==> config.mk <==
export PLATFORM = sky130hd
export DESIGN_NAME = mac_lane_acc_flat
export DESIGN_NICKNAME = d
export VERILOG_FILES = /design/src/rtl/mac_lane_acc_if.sv /design/src/rtl/mac_lane_acc.sv /design/src/flat_wrapper.sv
export SDC_FILE = /design/constraint.sdc
export NUM_CORES = 1
export LEC_CHECK = 0
export BUFFER_PORTS_ARGS = -buffer_cell sky130_fd_sc_hd__buf_2
export CORE_MARGIN = 8
export CORE_UTILIZATION = 61
export CTS_CLUSTER_SIZE = 40
export DETAILED_ROUTE_END_ITERATION = 8
export PLACE_DENSITY = 0.83
export SETUP_SLACK_MARGIN = 0.02
export SYNTH_ARGS = -nofsm -noshare
export SYNTH_HDL_FRONTEND = slang
export SYNTH_SLANG_ARGS = --single-unit
==> constraint.sdc <==
create_clock -name clk -period 13.7 [get_ports clk]
set_clock_uncertainty 0.1 [all_clocks]
set_input_delay 3.425 -clock clk [delete_from_list [all_inputs] [get_ports clk]]
set_output_delay 3.425 -clock clk [all_outputs]
set_load 0.01 [all_outputs]
==> src/rtl/mac_lane_acc_if.sv <==
`default_nettype none
`timescale 1ns/1ps
// +----------------------------------------------------------------------+
// | mac_lane_acc_if : weight-load, activation-beat and result bus of the   |
// |                   lane MAC accumulator.                                |
// | Rev 1.0                                                                |
// +----------------------------------------------------------------------+
interface mac_lane_acc_if #(
    parameter int BW      = 4,
    parameter int PSUM_BW = 16,
    parameter int LANES   = 4,
    parameter int CNT_BW  = 8
);
    logic                  w_load;
    logic [LANES*BW-1:0]   w_in;
    logic                  in_valid;
    logic                  in_ready;
    logic [LANES*BW-1:0]   a_in;
    logic [PSUM_BW-1:0]    psum_in;
    logic [CNT_BW-1:0]     acc_len;
    logic                  out_valid;
    logic                  out_ready;
    logic [PSUM_BW-1:0]    out_psum;
    logic                  out_ovf;

    modport master (
        output w_load, w_in, in_valid, a_in, psum_in, acc_len, out_ready,
        input  in_ready, out_valid, out_psum, out_ovf
    );

    modport slave (
        input  w_load, w_in, in_valid, a_in, psum_in, acc_len, out_ready,
        output in_ready, out_valid, out_psum, out_ovf
    );
endinterface
`default_nettype wire

==> src/rtl/mac_lane_acc.sv <==
`default_nettype none
`timescale 1ns/1ps
// +----------------------------------------------------------------------+
// | mac_lane_acc : LANES-wide unsigned-x-signed dot product, registered,   |
// |                then accumulated over acc_len beats into a signed psum. |
// | Option macro MAC_SAT_EN : clamp the accumulator on overflow (else wrap)|
// | Rev 1.0                                                                |
// +----------------------------------------------------------------------+
module mac_lane_acc #(
    parameter int BW      = 4,
    parameter int PSUM_BW = 16,
    parameter int LANES   = 4,
    parameter int CNT_BW  = 8
) (
    input  logic             clk,
    input  logic             reset_n,
    mac_lane_acc_if.slave    bus
);
    localparam int PROD_W = 2*BW + 1;
    localparam int DOT_W  = PROD_W + $clog2(LANES);
    localparam int SUM_W  = PSUM_BW + 1;

    typedef enum logic [1:0] {
        S_IDLE  = 2'd0,
        S_ACC   = 2'd1,
        S_DRAIN = 2'd2,
        S_OUT   = 2'd3
    } state_t;

    state_t                     state_q, state_d;
    logic [LANES*BW-1:0]        w_q;
    logic signed [PSUM_BW-1:0]  acc_q;
    logic                       ovf_q;
    logic [CNT_BW-1:0]          cnt_q;
    logic [CNT_BW-1:0]          len_q;
    logic signed [DOT_W-1:0]    dot_q, dot_d;
    logic                       dv_q;

    logic                       in_ready_w;
    logic                       out_valid_w;
    logic                       accept_w;
    logic [CNT_BW-1:0]          len_first_w;
    logic [CNT_BW-1:0]          cnt_inc_w;
    logic signed [SUM_W-1:0]    sum_w;
    logic                       sum_ovf_w;
    logic signed [PSUM_BW-1:0]  acc_add_w;
    logic signed [PROD_W-1:0]   prod_w [LANES];

    generate
        for (genvar i = 0; i < LANES; i++) begin : g_lane
            logic signed [PROD_W-1:0] a_ext;
            logic signed [PROD_W-1:0] w_ext;
            assign a_ext     = $signed({{(PROD_W-BW){1'b0}}, bus.a_in[i*BW +: BW]});
            assign w_ext     = $signed({{(PROD_W-BW){w_q[i*BW+BW-1]}}, w_q[i*BW +: BW]});
            assign prod_w[i] = a_ext * w_ext;
        end
    endgenerate

    always_comb begin
        dot_d = '0;
        for (int i = 0; i < LANES; i++) begin
            dot_d = dot_d + DOT_W'(prod_w[i]);
        end
    end

    // Stage 2: one guard bit above PSUM_BW exposes overflow as a sign disagreement.
    assign sum_w     = SUM_W'(acc_q) + SUM_W'(dot_q);
    assign sum_ovf_w = sum_w[SUM_W-1] ^ sum_w[SUM_W-2];
`ifdef MAC_SAT_EN
    assign acc_add_w = !sum_ovf_w      ? sum_w[PSUM_BW-1:0] :
                       sum_w[SUM_W-1]  ? {1'b1, {(PSUM_BW-1){1'b0}}} :
                                         {1'b0, {(PSUM_BW-1){1'b1}}};
`else
    assign acc_add_w = sum_w[PSUM_BW-1:0];
`endif

    assign len_first_w = (bus.acc_len == '0) ? CNT_BW'(1) : bus.acc_len;
    assign cnt_inc_w   = cnt_q + CNT_BW'(1);
    assign accept_w    = bus.in_valid && in_ready_w;

    always_comb begin
        state_d     = state_q;
        in_ready_w  = 1'b0;
        out_valid_w = 1'b0;
        case (state_q)
            S_IDLE: begin
                in_ready_w = 1'b1;
                if (bus.in_valid) begin
                    state_d = (len_first_w == CNT_BW'(1)) ? S_DRAIN : S_ACC;
                end
            end
            S_ACC: begin
                in_ready_w = 1'b1;
                if (bus.in_valid && (cnt_inc_w == len_q)) begin
                    state_d = S_DRAIN;
                end
            end
            S_DRAIN: begin
                state_d = S_OUT;
            end
            S_OUT: begin
                out_valid_w = 1'b1;
                if (bus.out_ready) begin
                    state_d = S_IDLE;
                end
            end
            default: state_d = S_IDLE;
        endcase
    end

    always_ff @(posedge clk or negedge reset_n) begin
        if (!reset_n) begin
            state_q <= S_IDLE;
        end else begin
            state_q <= state_d;
        end
    end

    always_ff @(posedge clk or negedge reset_n) begin
        if (!reset_n) begin
            w_q   <= '0;
            acc_q <= '0;
            ovf_q <= 1'b0;
            cnt_q <= '0;
            len_q <= '0;
            dot_q <= '0;
            dv_q  <= 1'b0;
        end else begin
            // Weights change only between results; a same-cycle beat sees the old set.
            if (bus.w_load && (state_q == S_IDLE)) begin
                w_q <= bus.w_in;
            end
            dv_q <= accept_w;
            if (accept_w) begin
                dot_q <= dot_d;
            end
            if (accept_w && (state_q == S_IDLE)) begin
                acc_q <= $signed(bus.psum_in);
                ovf_q <= 1'b0;
                len_q <= len_first_w;
                cnt_q <= CNT_BW'(1);
            end else begin
                if (dv_q) begin
                    acc_q <= acc_add_w;
                    ovf_q <= ovf_q | sum_ovf_w;
                end
                if (accept_w) begin
                    cnt_q <= cnt_inc_w;
                end
            end
        end
    end

    assign bus.in_ready  = in_ready_w;
    assign bus.out_valid = out_valid_w;
    assign bus.out_psum  = acc_q;
    assign bus.out_ovf   = ovf_q;

endmodule
`default_nettype wire

==> src/flat_wrapper.sv <==
// flat-port wrapper written by rule: the top's interface ports become plain ports
module mac_lane_acc_flat 
#(
    parameter int BW      = 4,
    parameter int PSUM_BW = 16,
    parameter int LANES   = 4,
    parameter int CNT_BW  = 8
)
  (clk, reset_n, bus_w_load, bus_w_in, bus_in_valid, bus_a_in, bus_psum_in, bus_acc_len, bus_out_ready, bus_in_ready, bus_out_valid, bus_out_psum, bus_out_ovf);
  mac_lane_acc_if #(.BW(BW), .PSUM_BW(PSUM_BW), .LANES(LANES), .CNT_BW(CNT_BW)) bus_i ();
  input  logic clk;
  input  logic reset_n;
  input wire logic [$bits(bus_i.w_load)-1:0] bus_w_load;
  input wire logic [$bits(bus_i.w_in)-1:0] bus_w_in;
  input wire logic [$bits(bus_i.in_valid)-1:0] bus_in_valid;
  input wire logic [$bits(bus_i.a_in)-1:0] bus_a_in;
  input wire logic [$bits(bus_i.psum_in)-1:0] bus_psum_in;
  input wire logic [$bits(bus_i.acc_len)-1:0] bus_acc_len;
  input wire logic [$bits(bus_i.out_ready)-1:0] bus_out_ready;
  output wire logic [$bits(bus_i.in_ready)-1:0] bus_in_ready;
  output wire logic [$bits(bus_i.out_valid)-1:0] bus_out_valid;
  output wire logic [$bits(bus_i.out_psum)-1:0] bus_out_psum;
  output wire logic [$bits(bus_i.out_ovf)-1:0] bus_out_ovf;
  assign bus_i.w_load = bus_w_load;
  assign bus_i.w_in = bus_w_in;
  assign bus_i.in_valid = bus_in_valid;
  assign bus_i.a_in = bus_a_in;
  assign bus_i.psum_in = bus_psum_in;
  assign bus_i.acc_len = bus_acc_len;
  assign bus_i.out_ready = bus_out_ready;
  assign bus_in_ready = bus_i.in_ready;
  assign bus_out_valid = bus_i.out_valid;
  assign bus_out_psum = bus_i.out_psum;
  assign bus_out_ovf = bus_i.out_ovf;
  mac_lane_acc #(.BW(BW), .PSUM_BW(PSUM_BW), .LANES(LANES), .CNT_BW(CNT_BW)) u_core (.clk(clk), .reset_n(reset_n), .bus(bus_i));
endmodule
---- Yosys cells after proc, flatten, opt, wreduce, memory -nomap -nowiden ----
Cells that the tools add are included.
word-level totals
  bits in read-only memories .............. 0
  RAM bits ................................ 0
  word-level logic and storage cells ...... 51
  bits in latches ......................... 0
  bits in registers ....................... 63
  memories kept ........................... 0
  input port bits ......................... 61
cells by class
  multiply operators ...................... 4
  magnitude comparators ................... 0
  div/mod/pow operators ................... 0
  mux-type cells .......................... 14
  shifts and indexed selects .............. 0
  reduce and logical (&&, ||, !) cells .... 10
  eq/ne operators ......................... 8
  bitwise logic cells ..................... 2
  $add $sub $neg .......................... 5
operators by type and width
  kind                   count
  $mul A5 B4 Y9          4
  $mux W16               2
  $mux W8                3
  $add A16 B11 Y17       1
  $add A10 B9 Y11        1
  $add A11 B9 Y11        1
  $add A9 B9 Y10         1
  $add A8 B1 Y8 const B  1
  $eq A8 B1 Y1 const B   1
  $eq A8 B8 Y1           1
  $logic_not A8 Y1       1
  $mux W2                4
  $pmux W2 S4            1
  $eq A2 B2 Y1 const B   2
  $logic_and A1 B1 Y1    4
  $mux W1                4
  $ne A2 B2 Y1 const B   2
  $reduce_bool A2 Y1     2
  $reduce_and A3 Y1      1
  $eq A2 B1 Y1 const B   1
  $logic_not A2 Y1       1
  $ne A2 B1 Y1 const B   1
  $reduce_or A2 Y1       1
  $or A1 B1 Y1           1
  $xor A1 B1 Y1          1

---- Longest topological paths before layout ----
  depth in word-level cells ............... 6
  depth in mapped cells ................... 20
  mapped depth without buffers ............ 20

---- Worst setup path after synthesis ----
Ideal clock, no wire load.
  path type ............................... input to register
  start ................................... input bus_a_in[7]
  end ..................................... register u_core.dot_q[10]
  arrival ................................. 8,026 ps
  library setup time ...................... 134 ps
  required time ........................... 13,466 ps
  setup slack ............................. 5,440 ps
  cell stages on the path ................. 18
  buffers on the path ..................... 0
  cell sequence ........................... and2_1 > fa_1 > inv_1 > fa_1 > inv_1 > fa_1 > fa_1 > inv_1 > fa_1 > fa_1 > inv_1 > ha_1 > o21ai_0 > nand2b_1 > a311o_1 > a31oi_1 > xnor2_1 > o21ai_0
between the ends
  cells in the longest elaborated chain, start to end .. 4
RTL lines
  what                    line                 source
  start: declaration      flat_wrapper.sv:16   input wire logic [$bits(bus_i.a_in)-1:0] bus_a_in;
  $mul A5 B4 Y9           mac_lane_acc.sv:55   assign prod_w[i] = a_ext * w_ext;
  $add A9 B9 Y10          mac_lane_acc.sv:62   dot_d = dot_d + DOT_W'(prod_w[i]);
  $add A10 B9 Y11         mac_lane_acc.sv:62
  $add A11 B9 Y11         mac_lane_acc.sv:62
  end signal: assignment  mac_lane_acc.sv:135  dot_q <= dot_d;
  end: declaration        mac_lane_acc.sv:36   logic signed [DOT_W-1:0] dot_q, dot_d;
No other way between the ends.
A chain may end at the register's enable or synchronous reset.

---- Worst setup path in the final report ----
  start ................................... input bus_a_in[7]
  end ..................................... register u_core.dot_q[8]
Same word-level chain as after synthesis.

==> flow_metrics.env <==
export IMPL_ys_async_sr_fraction_pct=100.0
export IMPL_synth_common_cells="inv_1 (105), nand2_1 (96), ha_1 (67)"
export IMPL_num_nets_final=960
export IMPL_path_common_cell="fa_1"
export IMPL_rr_worst_depth=19
export IMPL_synth_seq_cells=63
export IMPL_fin_crit_ps=8268
export IMPL_drt_iter0_drc=413
export IMPL_min_to="u_core.dot_q[0]"
export IMPL_grt_pass1_wl_um=24910
export IMPL_grt_antenna_before_repair=0
export IMPL_synth_top_family_by_area="adder cells"
export IMPL_wl_per_cell_um=15.95
export IMPL_overflow=0
export IMPL_regArea_mm2=0.001577
export IMPL_io_pin_count=80
export IMPL_hold_path_cell_count=2
export IMPL_synth_top_area_share_pct=24.61
export IMPL_cts_max_path_buffers=2
export IMPL_area_growth_pct=10.80
export IMPL_worstReg2RegEnd="u_core.dot_q[8]"
export IMPL_nFillCells=813
export IMPL_cts_tree="yes"
export IMPL_synth_edf_count=0
export IMPL_cts_setup_buffers=0
export IMPL_path_clk_slew_ps=80
export IMPL_rsz0062_at_grt="false"
export IMPL_critPathLaunchType="primary input"
export IMPL_wirelength_um=14550
export IMPL_rrSetupSlack_ps=7830
export IMPL_yosysTopAreaCell="dfrtp_1"
export IMPL_cts_root_buf="clkbuf_8"
export IMPL_synth_most_common_cell="inv_1"
export IMPL_synth_main_ff_cell="dfrtp_1"
export IMPL_grt_max_degree=64
export IMPL_yosysWarningCount=0
export IMPL_ant_nets=0
export IMPL_critPathTopFamily="adder cells"
export IMPL_drv_cap=0
export IMPL_dp_hpwl_um=11950
export IMPL_post_cts_resized=0
export IMPL_grt_pass1_vias=5354
export IMPL_dr_pass1_iters=4
export IMPL_cts_hold_fix_buffers=0
export IMPL_required_ps=13810
export IMPL_slowest_stage="fa_1"
export IMPL_n_antenna_cell=0
export IMPL_crit_arrival_ps=8380
export IMPL_cts_made_buffers=9
export IMPL_synth_cell_type_count=49
export IMPL_drc=0
export IMPL_synth_seq_area_share_pct=24.61
export IMPL_fp_row_count=37
export IMPL_synth_xor_area_share_pct=5.743
export IMPL_finalHoldViolCount=0
export IMPL_viasPerCell=5.492
export IMPL_post_route_util_pct=69.05
export IMPL_synth_mux_area_share_pct=5.079
export IMPL_min_delay_start="u_core.dot_q[0]"
export IMPL_crit_buf_inv=5
export IMPL_synth_compound_area_share_pct=10.37
export IMPL_vias=5009
export IMPL_worstReg2RegStart="u_core.w_q[11]"
export IMPL_drv_slew=0
export IMPL_die_w_um=118.5
export IMPL_slew_limit_headroom_pct=25.90
export IMPL_cts_sinks=63
export IMPL_status="finished, final reports clean"
export IMPL_endpoint_kind="register"
export IMPL_ys_top_cells_by_area="dfrtp_1 (25%), fa_1 (19%), ha_1 (13%), inv_1 (6.2%), nand2_1 (5.6%)"
export IMPL_start_util_pct=62.32
export IMPL_fin_tns_setup_ps=0
export IMPL_io_buffer_count=79
export IMPL_grt_util_all_layers_pct=21.71
export IMPL_core_mm2=0.01028
export IMPL_avgSynthCellArea_um2=9.189
export IMPL_min_period_over_period_pct=60.35
export IMPL_crit_type="in2reg"
export IMPL_max_freq_mhz=121.0
export IMPL_synthAdderAreaFrac_pct=32.15
export IMPL_slowest_delay_ps=550
export IMPL_cp_cell_sequence="buf_2 > and2_1 > fa_1 > inv_1 > fa_1 > inv_1 > fa_1 > fa_1 > inv_1 > fa_1 > fa_1 > inv_1 > ha_1 > o21ai_0 > nand2b_1 > a311oi_1 > o21ai_0 > xnor2_1 > o21ai_0"
export IMPL_worst_pin_slew_ps=1111
export IMPL_routabilityCongestion=0.9576
export IMPL_htree_levels=3
export IMPL_synth_cells=697
export IMPL_clk_latency_ps=380
export IMPL_multi_input_area_mm2=0.004355
export IMPL_final_layout_size_suffix_gt1_share_pct=15.34
export IMPL_die_height_um=118.5
export IMPL_setup_violations=0
export IMPL_hold_class="reg2reg"
export IMPL_critical_path_max_fanout=4
export IMPL_die_area_mm2=0.01404
export IMPL_syn_area_mm2=0.006405
export IMPL_yosys_area_share_simple_pct=14.65
export IMPL_synth_fp_nets=886
==> layout by cell type (no fill, tap or decap), types with 4 or more instances in the layout <==
| cell type | n |
|---|---|
| xor2_1 | 15 |
| nor3_1 | 6 |
| inv_1 | 105 |
| ha_1 | 67 |
| a21o_1 | 5 |
| and2_1 | 35 |
| nand2_1 | 96 |
| fa_1 | 61 |
| nor2b_1 | 5 |
| o21a_1 | 4 |
| o21ai_0 | 49 |
| nor2_1 | 29 |
| a21oi_1 | 28 |
| clkbuf_8 | 10 |
| a31oi_1 | 5 |
| nand2b_1 | 7 |
| mux2i_1 | 13 |
| mux2_2 | 16 |
| nand3_1 | 7 |
| nor3b_1 | 7 |
| dfrtp_1 | 63 |
| xnor2_1 | 27 |
| buf_2 | 79 |
==> metal layers <==
metal / global-route usage, % / vias up / routed length (um)
li1: - / 2402 / -
met1: 24.85 / 2461 / 6089
met2: 38.26 / 115 / 7491
met3: 5.569 / 31 / 655
met4: 8.379 / 0 / 312
met5: 0 / - / 0
==> worst reg2reg max path: stages, from the launching register on <==
cell and delay (ps):
dfrtp_1 680, inv_1 240, nor2_1 200, fa_1 430, inv_1 70, fa_1 410
inv_1 90, fa_1 420, fa_1 550, inv_1 60, fa_1 500, fa_1 550
inv_1 40, ha_1 320, o21ai_0 100, nand2b_1 140, a311oi_1 390, o21ai_0 160
xnor2_1 170, o21ai_0 90
==> how the worst max path moves through the flow <==
stage | from | end | depth (start not counted)
after global placement | bus_a_in[7] | u_core.dot_q[10] | 19
after global routing | bus_a_in[7] | u_core.dot_q[8] | 19
final | bus_a_in[7] | u_core.dot_q[8] | 19
after CTS | bus_a_in[7] | u_core.dot_q[8] | 19
after detailed placement | bus_a_in[7] | u_core.dot_q[8] | 19
after floorplan | bus_a_in[7] | u_core.dot_q[10] | 18
==> state kept, by name (all words and copies together) (netlist names) <==
signal               flops
u_core.bus.out_psum     16
u_core.w_q              16
u_core.dot_q            11
u_core.cnt_q             8
u_core.len_q             8
u_core.state_q           2
u_core.bus.out_ovf       1
u_core.dv_q              1
==> through the flow <==
stage | hold WS [ps] | std cells | worst slack [ps] | cell area, um2
final | 387.6 | 912 | 5432 | 7097
after global routing | 412.4 | 912 | 5174 | 7097
after CTS | 392.9 | 912 | 5422 | 7097
after detailed placement | 375.1 | 896 | 5043 | 6899
after global placement | 366.0 | 896 | 5139 | 6899
after floorplan | 349.8 | 697 | 5441 | 6405
==> logic make-up (layout without fill, tap and decap cells) <==
kind of cell	Yosys count	count (layout)
muxes	30	30
DFF	63	63
buffers and inverters	122	201
xor gates and xnor gates	42	42
AOI/OAI and AO/OA	112	112
adders and majority gates	128	128
and+or+nand+nor	200	200
==> area by class of cell <==
type / count / share of cell area, %
multi-input cells: 512 / 61.37
flip-flops and latches: 63 / 22.21
repair buffers: 80 / 5.677
inverters: 105 / 5.554
well taps: 136 / 2.398
clock buffers: 10 / 1.939
clock inverters: 6 / 0.8463
Power is left out: the tool's default activity adds up to more than one toggle a clock period on the data nets, which glitch-free logic cannot reach.
